<file path="config.mk">
export PLATFORM = sky130hd
export DESIGN_NAME = div_iter
export DESIGN_NICKNAME = d
export VERILOG_FILES = /design/src/rtl/div_iter.sv
export SDC_FILE = /design/constraint.sdc
export NUM_CORES = 1
export LEC_CHECK = 0
export ABC_AREA = 1
export ABC_CLOCK_PERIOD_IN_PS = 7000
export CAP_MARGIN = 20
export CORE_ASPECT_RATIO = 1.1
export CORE_MARGIN = 2
export CORE_UTILIZATION = 27
export CTS_CLUSTER_SIZE = 40
export DETAILED_ROUTE_END_ITERATION = 8
export PLACE_DENSITY = 0.41
export REMOVE_ABC_BUFFERS = 1
export SLEW_MARGIN = 20
export SYNTH_ARGS = -nofsm -noshare
export SYNTH_HDL_FRONTEND = slang
export SYNTH_SLANG_ARGS = --single-unit
</file>
<file path="constraint.sdc">
create_clock -name clk_i -period 7 [get_ports clk_i]
set_input_delay 2.1 -clock clk_i [delete_from_list [all_inputs] [get_ports clk_i]]
set_output_delay 2.1 -clock clk_i [all_outputs]
set_load 0.005 [all_outputs]
</file>
<file path="src/rtl/div_iter.sv">
// Iterative radix-2 restoring integer divider (DIV/DIVU/REM/REMU) with leading-zero skip,
// early-out special cases and an optional RV64 word mode.
package div_iter_pkg;
    typedef enum logic [1:0] {DIV, DIVU, REM, REMU} fu_op_t;
endpackage

module div_iter
    import div_iter_pkg::*;
#(
    parameter int unsigned WIDTH     = 32,
    parameter int unsigned ADDR_BITS = 4,
    parameter bit          WORD_EN   = 1'b0
) (
    input  logic                 clk_i,
    input  logic                 rst_ni,
    input  logic                 flush_ex_i,
    input  logic                 div_vld_i,
    output logic                 div_rdy_o,
    input  fu_op_t               op_i,
    input  logic                 word_i,
    input  logic [WIDTH-1:0]     op1_i,
    input  logic [WIDTH-1:0]     op2_i,
    input  logic [ADDR_BITS-1:0] trans_id_i,
    output logic                 res_vld_o,
    input  logic                 res_rdy_i,
    output logic [ADDR_BITS-1:0] trans_id_o,
    output logic [WIDTH-1:0]     div_result_o,
    output logic                 busy_o
);

    localparam int unsigned      CntW   = $clog2(WIDTH) + 1;
    localparam bit               WordOk = WORD_EN && (WIDTH == 64);
    localparam logic [WIDTH-1:0] MinNeg = {1'b1, {(WIDTH-1){1'b0}}};

    typedef enum logic [1:0] {StIdle, StBusy, StDone} state_e;

    state_e               state_q, state_d;
    logic [CntW-1:0]      cnt_q, cnt_d;
    logic [WIDTH-1:0]     q_q, q_d, r_q, r_d, b_q, b_d, res_q, res_d;
    logic                 q_neg_q, q_neg_d, r_neg_q, r_neg_d;
    logic                 rem_q, rem_d, word_q, word_d;
    logic [ADDR_BITS-1:0] tag_q, tag_d;

    logic                 is_signed, is_rem, word_mode, a_neg, b_neg;
    logic                 div_zero, ovf, a_lt_b, found;
    logic [WIDTH-1:0]     a_ext, b_ext, a_mag, b_mag, a_norm;
    logic [WIDTH-1:0]     early_q, early_r, early_res;
    logic [CntW-1:0]      a_clz, n_steps;
    logic [WIDTH:0]       r_shift;
    logic                 r_ge;
    logic [WIDTH-1:0]     r_step, q_step, q_fix, r_fix;

    // Word results are the low 32 bits sign-extended, for signed and unsigned ops alike.
    function automatic logic [WIDTH-1:0] finalize(input logic [WIDTH-1:0] val, input logic word);
        return word ? WIDTH'($signed(val[31:0])) : val;
    endfunction

    always_comb begin
        is_signed = (op_i == DIV) || (op_i == REM);
        is_rem    = (op_i == REM) || (op_i == REMU);
        word_mode = WordOk && word_i;
        a_ext     = op1_i;
        b_ext     = op2_i;
        if (word_mode) begin
            if (is_signed) begin
                a_ext = WIDTH'($signed(op1_i[31:0]));
                b_ext = WIDTH'($signed(op2_i[31:0]));
            end else begin
                a_ext = WIDTH'(op1_i[31:0]);
                b_ext = WIDTH'(op2_i[31:0]);
            end
        end
        a_neg    = is_signed && a_ext[WIDTH-1];
        b_neg    = is_signed && b_ext[WIDTH-1];
        a_mag    = a_neg ? -a_ext : a_ext;
        b_mag    = b_neg ? -b_ext : b_ext;
        div_zero = (b_ext == '0);
        ovf      = is_signed && (b_ext == '1) &&
                   (word_mode ? (a_ext[31:0] == 32'h8000_0000) : (a_ext == MinNeg));
        a_lt_b   = a_mag < b_mag;

        a_clz = '0;
        found = 1'b0;
        for (int i = WIDTH - 1; i >= 0; i--) begin
            if (!found) begin
                if (a_mag[i]) found = 1'b1;
                else          a_clz = a_clz + 1'b1;
            end
        end
        n_steps = CntW'(WIDTH) - a_clz;
        a_norm  = a_mag << a_clz;

        if (div_zero) begin
            early_q = '1;
            early_r = a_ext;
        end else if (ovf) begin
            early_q = a_ext;
            early_r = '0;
        end else begin
            early_q = '0;
            early_r = a_ext;
        end
        early_res = finalize(is_rem ? early_r : early_q, word_mode);
    end

    // One restoring step; the partial remainder always fits WIDTH bits after subtraction.
    always_comb begin
        r_shift = {r_q, q_q[WIDTH-1]};
        r_ge    = r_shift >= {1'b0, b_q};
        r_step  = r_ge ? (r_shift[WIDTH-1:0] - b_q) : r_shift[WIDTH-1:0];
        q_step  = {q_q[WIDTH-2:0], r_ge};
        q_fix   = q_neg_q ? -q_step : q_step;
        r_fix   = r_neg_q ? -r_step : r_step;
    end

    always_comb begin
        state_d = state_q;
        cnt_d   = cnt_q;
        q_d     = q_q;
        r_d     = r_q;
        b_d     = b_q;
        res_d   = res_q;
        q_neg_d = q_neg_q;
        r_neg_d = r_neg_q;
        rem_d   = rem_q;
        word_d  = word_q;
        tag_d   = tag_q;
        unique case (state_q)
            StIdle: begin
                if (div_vld_i) begin
                    tag_d   = trans_id_i;
                    rem_d   = is_rem;
                    word_d  = word_mode;
                    q_neg_d = a_neg ^ b_neg;
                    r_neg_d = a_neg;
                    b_d     = b_mag;
                    if (div_zero || ovf || a_lt_b) begin
                        res_d   = early_res;
                        state_d = StDone;
                    end else begin
                        q_d     = a_norm;
                        r_d     = '0;
                        cnt_d   = n_steps;
                        state_d = StBusy;
                    end
                end
            end
            StBusy: begin
                q_d   = q_step;
                r_d   = r_step;
                cnt_d = cnt_q - 1'b1;
                if (cnt_q == CntW'(1)) begin
                    res_d   = finalize(rem_q ? r_fix : q_fix, word_q);
                    state_d = StDone;
                end
            end
            StDone: begin
                if (res_rdy_i) state_d = StIdle;
            end
            default: state_d = StIdle;
        endcase
        if (flush_ex_i) state_d = StIdle;
    end

    always_ff @(posedge clk_i or negedge rst_ni) begin
        if (!rst_ni) begin
            state_q <= StIdle;
            cnt_q   <= '0;
            q_q     <= '0;
            r_q     <= '0;
            b_q     <= '0;
            res_q   <= '0;
            q_neg_q <= 1'b0;
            r_neg_q <= 1'b0;
            rem_q   <= 1'b0;
            word_q  <= 1'b0;
            tag_q   <= '0;
        end else begin
            state_q <= state_d;
            cnt_q   <= cnt_d;
            q_q     <= q_d;
            r_q     <= r_d;
            b_q     <= b_d;
            res_q   <= res_d;
            q_neg_q <= q_neg_d;
            r_neg_q <= r_neg_d;
            rem_q   <= rem_d;
            word_q  <= word_d;
            tag_q   <= tag_d;
        end
    end

    assign div_rdy_o    = (state_q == StIdle);
    assign busy_o       = (state_q != StIdle);
    assign res_vld_o    = (state_q == StDone);
    assign trans_id_o   = tag_q;
    assign div_result_o = res_vld_o ? res_q : '0;

endmodule

</file>
=== Word level (Yosys, flattened, before mapping) ===
Index checks and enable logic that the tools add are counted.

* Register bits after elaboration: 143

* Add/sub/neg operators: 38
* $lt $le $gt $ge: 2
* Equality and inequality tests: 14
* Shift-type cells: 1
* Multiplexer cells: 155
* Bitwise operators: 1
* Reductions and logical operators: 17

{| class="wikitable"
|+ Operator list
! kind !! count
|-
| $mux 32 || 19
|-
| $mux 6 || 64
|-
| $pmux 32 s2 || 3
|-
| $add 6x1->6 const B || 31
|-
| $neg 32->32 || 4
|-
| $eq 32x32->1 const B || 2
|-
| $mux 1 || 62
|-
| $ge 33x32->1 || 1
|-
| $logic_not 32->1 || 1
|-
| $lt 32x32->1 || 1
|-
| $shl 32x6->32 || 1
|-
| $sub 32x32->32 || 1
|-
| $pmux 6 s2 || 1
|-
| $mux 2 || 5
|-
| $eq 2x2->1 const B || 3
|-
| $eq 6x1->1 const B || 1
|-
| $ne 2x2->1 const B || 3
|-
| $ne 3x3->1 const B || 2
|-
| $pmux 2 s3 || 1
|-
| $reduce_and 3->1 || 2
|-
| $sub 6x1->6 const B || 1
|-
| $sub 6x6->6 const A || 1
|-
| $logic_and 1x1->1 || 4
|-
| $logic_not 2->1 || 2
|-
| other kinds (8) || 12
|}

=== Depth between registers and ports, before layout ===
* Word-level depth: 102
* Depth in mapped cells: 109
* Mapped depth without buffers: 108

=== Least setup slack after synthesis ===
OpenSTA, ideal clock, no wires.

* Kind: in2reg
* From: input op1_i[0]
* To: register cnt_q[2]
* Setup time: 0.122 ns
* Arrival: 15.505 ns
* Path slack: -8.628 ns
* Cell stages on the path: 101
* Cells stage by stage: inv_2 ha_1 nand3_1 nor2_1 nand2_1 nand2_2 nand2_1 nand2_1 nand2_2 a21oi_1 ha_1 nor2_1 nor2_1 ha_1 inv_1 nand4_1 nand3_1 nor2_1 (+65 left out) nand3b_1 nand2_1 inv_1 ha_1 o221ai_1 inv_1 ha_1 or2_1 a21boi_1 ha_1 nand2_1 nand2_2 inv_2 buf_2 ha_1 or2_2 nand3_1 a21oi_1

* Longest elaborated chain between the ends: 100

{| class="wikitable"
|+ Ends and longest elaborated chain
! item !! RTL line !! source
|-
| start, declared || 21 || <nowiki>input logic [WIDTH-1:0] op1_i,</nowiki>
|-
| $neg 32->32 || 75 || <nowiki>a_mag = a_neg ? -a_ext : a_ext;</nowiki>
|-
| $mux 32 || 75 ||
|-
| $mux 1 || 86 || <nowiki>if (a_mag[i]) found = 1'b1;</nowiki>
|-
| $add 6x1->6 || 87 || <nowiki>else a_clz = a_clz + 1'b1;</nowiki>
|-
| $mux 6 || 86 ||
|-
| $mux 6 || 85 || <nowiki>if (!found) begin</nowiki>
|-
| $add 6x1->6 || 87 ||
|-
| $mux 6 || 86 ||
|-
| (+84 left out) || - ||
|-
| $mux 6 || 85 ||
|-
| $add 6x1->6 || 87 ||
|-
| $mux 6 || 86 ||
|-
| $mux 6 || 85 ||
|-
| $sub 6x6->6 || 90 || <nowiki>n_steps = CntW'(WIDTH) - a_clz;</nowiki>
|-
| $mux 6 || 137 || <nowiki>if (div_zero || ovf || a_lt_b) begin</nowiki>
|-
| $mux 6 || 130 || <nowiki>if (div_vld_i) begin</nowiki>
|-
| $pmux 6 s2 || 128 || <nowiki>unique case (state_q)</nowiki>
|-
| end signal, assigned || 180 || <nowiki>cnt_q <= cnt_d;</nowiki>
|-
| end, declared || 38 || <nowiki>logic [CntW-1:0] cnt_q, cnt_d;</nowiki>
|}

Parallel ways exist; a longest one is shown, timed or not. The select of a mux whose other input is x is not followed.
A chain may end at the register's enable or synchronous reset.

=== Final worst setup path ===
* From: input op1_i[11]
* To: register q_q[14]

* Longest elaborated chain between the ends: 100

{| class="wikitable"
|+ Ends and longest elaborated chain
! item !! RTL line !! source
|-
| $neg 32->32 || 75 ||
|-
| $mux 32 || 75 ||
|-
| $mux 1 || 86 ||
|-
| $add 6x1->6 || 87 ||
|-
| $mux 6 || 86 ||
|-
| $mux 6 || 85 ||
|-
| $add 6x1->6 || 87 ||
|-
| $mux 6 || 86 ||
|-
| (+84 left out) || - ||
|-
| $mux 6 || 85 ||
|-
| $add 6x1->6 || 87 ||
|-
| $mux 6 || 86 ||
|-
| $mux 6 || 85 ||
|-
| $shl 32x6->32 || 91 || <nowiki>a_norm = a_mag << a_clz;</nowiki>
|-
| $mux 32 || 137 ||
|-
| $mux 32 || 130 ||
|-
| $pmux 32 s2 || 128 ||
|-
| end signal, assigned || 181 || <nowiki>q_q <= q_d;</nowiki>
|-
| end, declared || 39 || <nowiki>logic [WIDTH-1:0] q_q, q_d, r_q, r_d, b_q, b_d, res_q, res_d;</nowiki>
|}

Parallel ways exist; a longest one is shown, timed or not. The select of a mux whose other input is x is not followed.

==> summary.txt <==
Status
  • Status: finished with violations
  • Failing checks: setup timing

STA
  • Final period demand of the worst path: 14.70 ns
  • Fin crit share: 2.10
  • Setup Skew: 0.0152 ns
  • Post-route setup slack: -7.70 ns
  • Slew Viols, Final: 0
  • Final setup violation count: 38
  • Unrepaired setup endpoints after global routing: yes
  • Max Freq: 0.0680 GHz
  • Final hold vios: 0
  • Worst slew pin tran: 1.07 ns
  • Slew margin rel.: 0.282

Setup path
  • RR Endpoint: res_q[30]$_DFFE_PN0P_
  • Crit path largest cell delay: 0.30 ns
  • Required time of the critical path: 7.37 ns
  • Reg2Reg Launch Point: b_q[1]$_DFFE_PN0P_
  • Worst setup path class: input pin to register
  • Most used cell, CP: nand2_2
  • R2R setup slack: 0.62 ns
  • R2R cell count: 47
  • Critical path peak fanout: 8
  • CP Capture Type: register
  • Critical Path Source Type: input pin
  • Cell with the largest stage delay on the worst path: ha_1
  • Data arrival, critical path: 15.07 ns

Clocking
  • Num CTS Buffers: 17
  • CTS Buffer Depth: 2
  • CTS sink count: 143
  • Root Driver: clkbuf_16
  • Reg clk slew, reported paths: 0.06 ns
  • H-tree Lvls: 4
  • CTS tree: built
  • Worst skew pair latency: 0.45 ns
  • CTS Hold Bufs: 0

Yosys
  • Most common flop cell mapped by yosys: dfrtp_1
  • Syn Area/Cell: 5.92 µm²
  • Mapped Area: 18100 µm²
  • Post-synth EDFFs: 0
  • Sequential area share after synthesis: 0.197
  • Share of synthesized registers carrying an async set or reset: 1.00
  • Post-synth cell types: 59
  • Yosys reg bits: 143
  • Ys Warns: 0
  • Gate count after technology mapping: 3059

Placed design
  • Port bufs: 113
  • RePlAce Congestion: 0.910
  • Pre-CTS WS: -10.30 ns
  • Placed cell count: 4553
  • Placed Instance Area: 24800 µm²
  • Dpl hpwl: 65.2 mm

Routing
  • Via Count: 22900
  • Routed wire length: 83.4 mm
  • Number of detailed-route iterations in the first pass: 6
  • Remaining DRCs: 0
  • Via density: 4.86
  • Post-route ant nets: 0
  • Wire per inst: 17.7 µm
  • DR iter-0 viols: 1246

Floorplan
  • Core area: 66400 µm²
  • Rows: 99
  • IO Pins: 115
  • Die Ht: 276 µm
  • Die ar.: 69200 µm²
  • Starting density of the core: 0.273
  • Die width: 251 µm

Power
  • P per Cell Area: 297 nW/µm²
  • VDD IR max: 0.183 mV
  • LEAKAGE: 14.4 nW

GRT
  • Overflow after GRT: 0
  • Vias in the first global route: 21900
  • First-pass GRT wire length: 123 mm
  • Largest net degree at the start of global routing: 73
  • GRT Total Usage: 0.226
  • Initial antenna violation count: 0

Run
  • Max-Cap Viols: 0

Worst hold path
  • Hold path depth: 2
  • Worst Hold Class: register to register
  • Hold Path Sink: trans_id_o[1]$_DFFE_PN0P_
  • Hold Path Origin: trans_id_o[1]$_DFFE_PN0P_

Finish
  • Leading cell type in the layout, fill and taps excluded: buf_4
  • Most frequent cells in the layout: 672 x buf_4, 608 x nand2_1, 377 x inv_1
  • Non-filler cells, final: 4701
  • # nets final: 4007
  • Antenna Cells: 0
  • Layout area overhead: 59.5%
  • Design area: 28900 µm²
  • Share of layout cells above drive strength 1: 0.364
## where the power goes
group          switching, W  internal [W]  total (W)
Clock              0.000375      0.000577   0.000952
Combinational       0.00361       0.00251    0.00612
Sequential         0.000320       0.00118    0.00150
## what timing repair did
item | CTS | global route
resized for setup | 148 | 675
cloned | 1 | 17
setup buffers | 43 | 70
setup endpoints to repair | 104 | 103
pin swaps | 38 | 278
## worst max-delay path by stage
stage               startpoint  slack, ns                   end  depth (start not counted)
floorplan            op1_i[31]      -9.35  cnt_q[1]$_DFFE_PN0P_                         95
global placement      op1_i[0]     -10.13   q_q[31]$_DFFE_PN0P_                        104
detailed placement    op1_i[0]     -10.30   q_q[31]$_DFFE_PN0P_                        104
CTS                  op1_i[31]      -8.45   q_q[14]$_DFFE_PN0P_                        100
global route         op1_i[11]      -8.57   q_q[14]$_DFFE_PN0P_                        104
finish               op1_i[11]      -7.70   q_q[14]$_DFFE_PN0P_                        104
## cell type report
type	count	area, µm²
clock buffers	25	515
clock inverters	5	77.6
fillers	6973	37500
inverters	450	1780
multi-input cells	2368	14700
flip-flops and latches	143	3580
well taps	858	1070
repair buffers	850	7150
repair inverters	2	15.0
## cells by family after synthesis
kind of cell,count (synthesis),synth area share
AOI/OAI and AO/OA,577,0.174
xor gates and xnor gates,93,0.0450
adders and majority gates,99,0.0688
buffers and inverters,548,0.118
DFF,143,0.197
muxes,3,0.00166
and+or+nand+nor,1596,0.396
## layer usage
| metal | vias to the layer above | GRT usage | routed length (µm) |
|---|---|---|---|
| met5 | - | 0 | 0 |
| met4 | 0 | 0.0517 | 1810 |
| met3 | 81 | 0.0131 | 2600 |
| met2 | 421 | 0.417 | 42500 |
| met1 | 10800 | 0.289 | 36500 |
| li1 | 11500 | - | - |
## sequential cells by signal (all words and copies together) (netlist names)
name / cells
trans_id_o: 4
state_q: 2
r_neg_q: 1
res_q: 32
b_q: 32
cnt_q: 6
q_neg_q: 1
q_q: 32
rem_q: 1
r_q: 32
## stage by stage
stage          TNS, ns  hold slack, ns  total power, W  utilization
2_1_floorplan  -369.16           0.452         0.00444            -
3_3_place_gp   -441.77           0.457         0.00684        0.374
3_5_place_dp   -445.75           0.458         0.00690        0.374
4_1_cts        -314.82           0.473         0.00798        0.392
5_1_grt        -319.44           0.495         0.00933        0.435
6_report       -285.43           0.468         0.00858        0.435
## worst max-delay path, delay by kind of cell
family	cells	cell delay (ns)
compound gates	15	1.86
xor+xnor	1	0.17
buf+inv	14	1.17
fa+ha+maj	16	3.88
simple gates	58	5.83
## Yosys cell counts (31+ instances only)
master	count	area share
clkbuf_1	64	0.013
nand3b_1	31	0.013
nand2_1	769	0.16
nand3_1	271	0.075
xor2_1	79	0.038
o21ai_0	270	0.075
ha_1	98	0.068
nand4_1	48	0.017
nor3_1	48	0.013
a21oi_1	184	0.051
nor2_1	320	0.066
inv_1	412	0.085
dfrtp_1	143	0.20
Note: power is estimated with default switching activity, not from simulation.
